--- config.mk ---
export PLATFORM = sky130hd
export DESIGN_NAME = regfile_wr_arbiter
export DESIGN_NICKNAME = d
export VERILOG_FILES = /design/src/rtl/regfile_wr_arbiter_pkg.sv /design/src/rtl/regfile_wr_arbiter_rr_pick.sv /design/src/rtl/regfile_wr_arbiter.sv
export SDC_FILE = /design/constraint.sdc
export NUM_CORES = 1
export LEC_CHECK = 0
export ABC_CLOCK_PERIOD_IN_PS = 3650
export BUFFER_PORTS_ARGS = -buffer_cell sky130_fd_sc_hd__clkbuf_2
export CORE_MARGIN = 2
export CORE_UTILIZATION = 44
export CTS_CLUSTER_DIAMETER = 120
export DETAILED_ROUTE_END_ITERATION = 8
export PLACE_DENSITY_LB_ADDON = 0.05
export SETUP_SLACK_MARGIN = 0.2
export SKIP_CTS_REPAIR_TIMING = 1
export SLEW_MARGIN = 10
export SYNTH_ARGS = -nofsm -noshare
export SYNTH_HDL_FRONTEND = slang
export SYNTH_HIERARCHICAL = 1
export SYNTH_SLANG_ARGS = --single-unit
--- constraint.sdc ---
create_clock -name clk -period 3.65 [get_ports clk]
set_input_delay 0.365 -clock clk [delete_from_list [all_inputs] [get_ports clk]]
set_output_delay 0.365 -clock clk [all_outputs]
set_load 0.005 [all_outputs]
--- src/rtl/regfile_wr_arbiter_pkg.sv ---
// Shared definitions for the register-file write-port arbiter.
package regfile_wr_arbiter_pkg;
  localparam logic [0:0] ST_IDLE   = 1'b0;
  localparam logic [0:0] ST_LOCKED = 1'b1;
  localparam int DEF_AW = 5;
  localparam int DEF_DW = 8;
endpackage

--- src/rtl/regfile_wr_arbiter_rr_pick.sv ---
// Rotating-priority picker: first requester at or after ptr wins.
module regfile_wr_arbiter_rr_pick #(
  parameter int NREQ = 4,
  parameter int IW   = 2
) (
  input  logic [NREQ-1:0] req,
  input  logic [IW-1:0]   ptr,
  output logic [NREQ-1:0] gnt,
  output logic [IW-1:0]   idx,
  output logic            any
);
  int          j;
  logic [IW-1:0] jj;

  always_comb begin
    gnt = '0;
    idx = '0;
    any = 1'b0;
    j   = 0;
    jj  = '0;
    for (int k = 0; k < NREQ; k++) begin
      j  = (int'(ptr) + k) % NREQ;
      jj = IW'(j);
      if (!any && req[jj]) begin
        any     = 1'b1;
        idx     = jj;
        gnt[jj] = 1'b1;
      end
    end
  end
endmodule

--- src/rtl/regfile_wr_arbiter.sv ---
// Round-robin arbiter for the register file write port with short locked bursts.
module regfile_wr_arbiter
  import regfile_wr_arbiter_pkg::*;
#(
  parameter int NREQ    = 4,
  parameter int AW      = DEF_AW,
  parameter int DW      = DEF_DW,
  parameter int MAXLOCK = 4,
  parameter int R0_ZERO = 1
) (
  input  logic             clk,
  input  logic             rst_n,
  input  logic             stall,
  input  logic [NREQ-1:0]  req,
  input  logic [NREQ-1:0]  req_lock,
  input  logic [NREQ*AW-1:0] req_addr,
  input  logic [NREQ*DW-1:0] req_data,
  output logic [NREQ-1:0]  gnt,
  output logic [AW-1:0]    wr_sel,
  output logic             wr_en,
  output logic [DW-1:0]    wr_data,
  output logic             locked
);
  localparam int IW = (NREQ > 1) ? $clog2(NREQ) : 1;

  logic [0:0]      state;
  logic [IW-1:0]   ptr, owner, win_idx, pick_idx;
  logic [3:0]      lcnt;
  logic [4:0]      lnext;
  logic [NREQ-1:0] pick_gnt;
  logic            pick_any, win_any;
  logic [AW-1:0]   addr_a [NREQ];
  logic [DW-1:0]   data_a [NREQ];
  logic [AW-1:0]   win_addr;
  logic [DW-1:0]   win_data;

  for (genvar g = 0; g < NREQ; g++) begin : g_unpack
    assign addr_a[g] = req_addr[g*AW +: AW];
    assign data_a[g] = req_data[g*DW +: DW];
  end

  function automatic logic [IW-1:0] inc(input logic [IW-1:0] i);
    return (i == IW'(NREQ-1)) ? '0 : i + 1'b1;
  endfunction

  regfile_wr_arbiter_rr_pick #(.NREQ(NREQ), .IW(IW)) u_pick (
    .req (req),
    .ptr (ptr),
    .gnt (pick_gnt),
    .idx (pick_idx),
    .any (pick_any)
  );

  // While locked only the owner can win; reset also masks the grant.
  always_comb begin
    gnt     = '0;
    win_idx = pick_idx;
    win_any = 1'b0;
    if (!stall && rst_n) begin
      if (state == ST_IDLE) begin
        gnt     = pick_gnt;
        win_any = pick_any;
      end else if (req[owner]) begin
        gnt[owner] = 1'b1;
        win_idx    = owner;
        win_any    = 1'b1;
      end
    end
  end

  assign win_addr = addr_a[win_idx];
  assign win_data = data_a[win_idx];
  assign lnext    = {1'b0, lcnt} + 5'd1;
  assign locked   = (state == ST_LOCKED);

  always_ff @(posedge clk or negedge rst_n) begin
    if (!rst_n) begin
      state   <= ST_IDLE;
      ptr     <= '0;
      owner   <= '0;
      lcnt    <= '0;
      wr_en   <= 1'b0;
      wr_sel  <= '0;
      wr_data <= '0;
    end else begin
      wr_en <= win_any && !((R0_ZERO != 0) && (win_addr == '0));
      if (win_any) begin
        wr_sel  <= win_addr;
        wr_data <= win_data;
      end
      if (!stall) begin
        if (state == ST_IDLE) begin
          if (win_any) begin
            ptr <= inc(win_idx);
            if (req_lock[win_idx] && (MAXLOCK > 1)) begin
              state <= ST_LOCKED;
              owner <= win_idx;
              lcnt  <= 4'd1;
            end
          end
        end else if (req[owner] && req_lock[owner] && (lnext < 5'(MAXLOCK))) begin
          lcnt <= lnext[3:0];
        end else begin
          // Burst over: lock dropped, owner went quiet, or MAXLOCK reached.
          state <= ST_IDLE;
          ptr   <= inc(owner);
          lcnt  <= '0;
        end
      end
    end
  end
endmodule

==> results summary <==
The antenna violation net count after detailed routing is 0. The startpoint kind of the worst setup timing path is a flop. 82 I/O pins were placed. For the pin with the worst max-slew slack, the measured transition is 911 ps. The total wirelength of the detailed-routed design is 5160 um.

After synthesis the netlist holds a flip-flop and latch count of 23. The share of the synthesized area in the top cell type is 27.9%. The routed wirelength normalized by instance count is 15.2 um. The worst slew slack as a fraction of its limit is 39.0%. In this run the power spent charging and discharging nets is 1.08 mW. The maximum clock insertion buffer count came out at 2. Counting the buffers created by CTS gives 3. The post-synthesis cell area came out at 0.00207 mm2. The number of design-rule violations left by the first detailed-router iteration came out at 57. Clock tree synthesis selected as its root buffer the cell clkbuf_8. The H-tree depth is 1. The final worst clock skew is 1.10 ps. The achievable frequency is 308 MHz. The switching share of power came out at 44.6%. Traced cell by cell, the critical path runs through inv_1, ha_1, mux4_2, nor4_1, nor2_1, a32o_1, inv_1, o32ai_2, or2_1, mux4_2, nand3_1, mux2i_1.

The smallest hold slack came out at 43.2 ps. The final route contains 1,869 vias. The starting utilization of the core area is 46.5%. The maximum vdd ir drop came out at 0.592 mV.

The cell type with the largest total area after synthesis is dfrtp_1. The minimum clock period is 3240 ps. The relative contribution of sequential cells to total power is 19.5%.

The floorplan die height is 72.5 um. The path class of the tightest hold or removal check is primary input to asynchronous set/reset pin. The number of instances in the synthesized netlist came out at 206. The total routing usage reported by global routing is 20.6%. Entering global routing, the biggest net connects 19 pins. The arrival time reported for the critical path endpoint came out at 3430 ps. In this run the worst path has a maximum fanout of 7. Row generation in the floorplan step produced 24 rows. The cell class contributing the biggest share of worst-path delay is multiplexers. Setup repair after global routing left no endpoint under its margin. At the worst endpoint, the required time is 3840 ps.

The number of enable-type register cells in the synthesized netlist came out at 0. The static leakage came out at 1.30 nW. The iteration count of the initial detailed-routing pass came out at 4. Yosys printed 6 warnings.

The prevailing post-synth register cell is dfrtp_1. The clock network fraction of design power came out at 6.6%. The slowest stage cell on the critical path is mux4_2. The floorplan step set the die width to 72.5 um.

The number of distinct library cell variants in the gate-level netlist after synthesis came out at 41. The run finished with clean final reports. The number of fill cells came out at 405.

The final clock period utilization by the worst path came out at 88.9%. The total nets after synthesis is 279. The design internal power is 1.34 mW. The startpoint-to-endpoint class of the critical path is flop to flop. The clock net sink count is 23.

The fraction of final layout cells with drive strength greater than 1 is 42.0%. The placeable core region came out at 0.00444 mm2. The initial antenna violation count is 0. The first global-routing pass estimated 8590 um of wire. Setup violations remaining at the end of the flow were counted as 0. Dividing the detail-routed via count by the number of cells gives 5.50. The sequential fraction of the synthesis area is 27.9%. The congestion estimate from routability-driven global placement came to 0.817. The net count of the finished layout is 362. The endpoint class of the critical path is a flop.

The total global routing overflow is 0. 0 antenna diodes ended up in the layout. The number of global-route vias before repair is 1,773. The reported max-cap violation count came out at 0. The TritonCTS clock tree is built. The half-perimeter wire length of the detailed placement result is 4020 um. A synthesized cell averages 10.0 um2. The number of endpoints with negative hold slack in the final report is 0.

The number of buffers and inverters on the critical path came out at 2. The relative contribution of combinational cells to total power is 73.9%. The largest incremental delay on the critical path came out at 450 ps. The area growth from synthesis to layout came out at 25.0%. The insertion delay of the later-clocked pin in the worst-skew pair came out at 260 ps. The DRC violations left came out at 0. Sorting the synthesized cells by area gives the leading types as dfrtp_1 28%, mux4_2 11%, mux4_1 7.6%.

Power spread over the standard cell area amounts to 940 mW/mm2. The die area came out at 0.00526 mm2. The clock transition at the registers of the reported paths is 80 ps. The number of buffers added on ports is 81.

The final max-slew violation count is 0. The proportion of synthesized flip-flops having asynchronous set or reset came out at 100%. In the final timing run, aggregate negative setup slack is 0 ps.
==> state kept, by name, indices dropped and copies added (netlist names) <==
name and count:
locked 1, owner 2, wr_data 8, ptr 2, lcnt 4, wr_sel 5, wr_en 1
==> layer usage <==
metal	up-vias	GRT usage (%)	wire length [um]
met3	2	4.44	262
li1	922	-	-
met4	0	3.09	17
met1	890	29.8	2400
met5	-	0	0
met2	55	32.3	2480
==> cells in the mapped netlist (all sizes together) (8+ instances only) <==
master   n
nand3    8
buf      8
inv      8
mux4    16
ha      10
nand2   42
o21ai   11
a22oi    9
nor2    11
mux2i   13
dfrtp   23
==> area by class of cell <==
| cell class | count | area (um2) | area share (%) |
|---|---|---|---|
| Multi-Input combinational cell | 164 | 1400 | 54.0 |
| Sequential cell | 23 | 577 | 22.3 |
| Timing Repair Buffer | 89 | 469 | 18.2 |
| Tap cell | 52 | 65.1 | 2.52 |
| Clock buffer | 4 | 45.0 | 1.75 |
| Inverter | 8 | 30.0 | 1.16 |
==> power groups by stage <==
| stage | Sequential [mW] | Combinational, mW | Clock (mW) |
|---|---|---|---|
| 2_1_floorplan | 0.451 | 1.41 | 0 |
| 3_3_place_gp | 0.478 | 1.71 | 0 |
| 3_5_place_dp | 0.476 | 1.73 | 0 |
| 4_1_cts | 0.473 | 1.74 | 0.164 |
| 5_1_grt | 0.495 | 1.99 | 0.173 |
| 6_report | 0.473 | 1.79 | 0.160 |
==> per-stage QoR <==
step	util (%)	total power, mW	worst slack, ps	area (um2)	cells
after floorplan	-	1.86	271	2070	206
after global placement	56.2	2.19	295	2500	334
after detailed placement	56.2	2.21	193	2500	334
after CTS	57.2	2.38	160	2540	338
after global routing	58.1	2.66	214	2580	340
final	58.1	2.43	405	2580	340
==> worst paths after layout <==
path                            startpoint    endpoint  slack (ps)  cells after the start
worst max-delay path                ptr[0]    owner[1]         410                     12
worst min-delay path                 rst_n      locked          40                      1
worst max register to register      ptr[0]    owner[1]         410                     12
worst min register to register  wr_data[7]  wr_data[7]         480                      2
max in group asynchronous            rst_n   wr_sel[4]        3070                      2
min in group clk                     stall      locked         430                      3
==> worst register-to-register path, cell delays in order (launching register included) <==
cell,delay [ps]
dfrtp_2,430
inv_1,80
ha_1,350
mux4_2,420
nor4_1,290
nor2_1,80
a32o_1,220
inv_1,90
o32ai_2,110
or2_1,270
mux4_2,450
nand3_1,180
mux2i_1,200
==> kinds of logic after synthesis <==
family,synth area share (%)
muxes,29.3
AOI/OAI and AO/OA,12.2
and+or+nand+nor,18.7
DFF,27.9
buffers and inverters,5.51
adders and majority gates,6.06
xor gates and xnor gates,0.424
==> layout by cell type, fill, tap and decap left out, types with 8 or more instances in the layout <==
cell type,count
nor2_1,11
nand2_1,42
clkbuf_2,81
dfrtp_1,22
a22oi_1,9
inv_1,8
mux2i_1,12
mux4_2,10
ha_1,10
o21ai_0,11
Note: power is estimated with default switching activity, not from simulation.
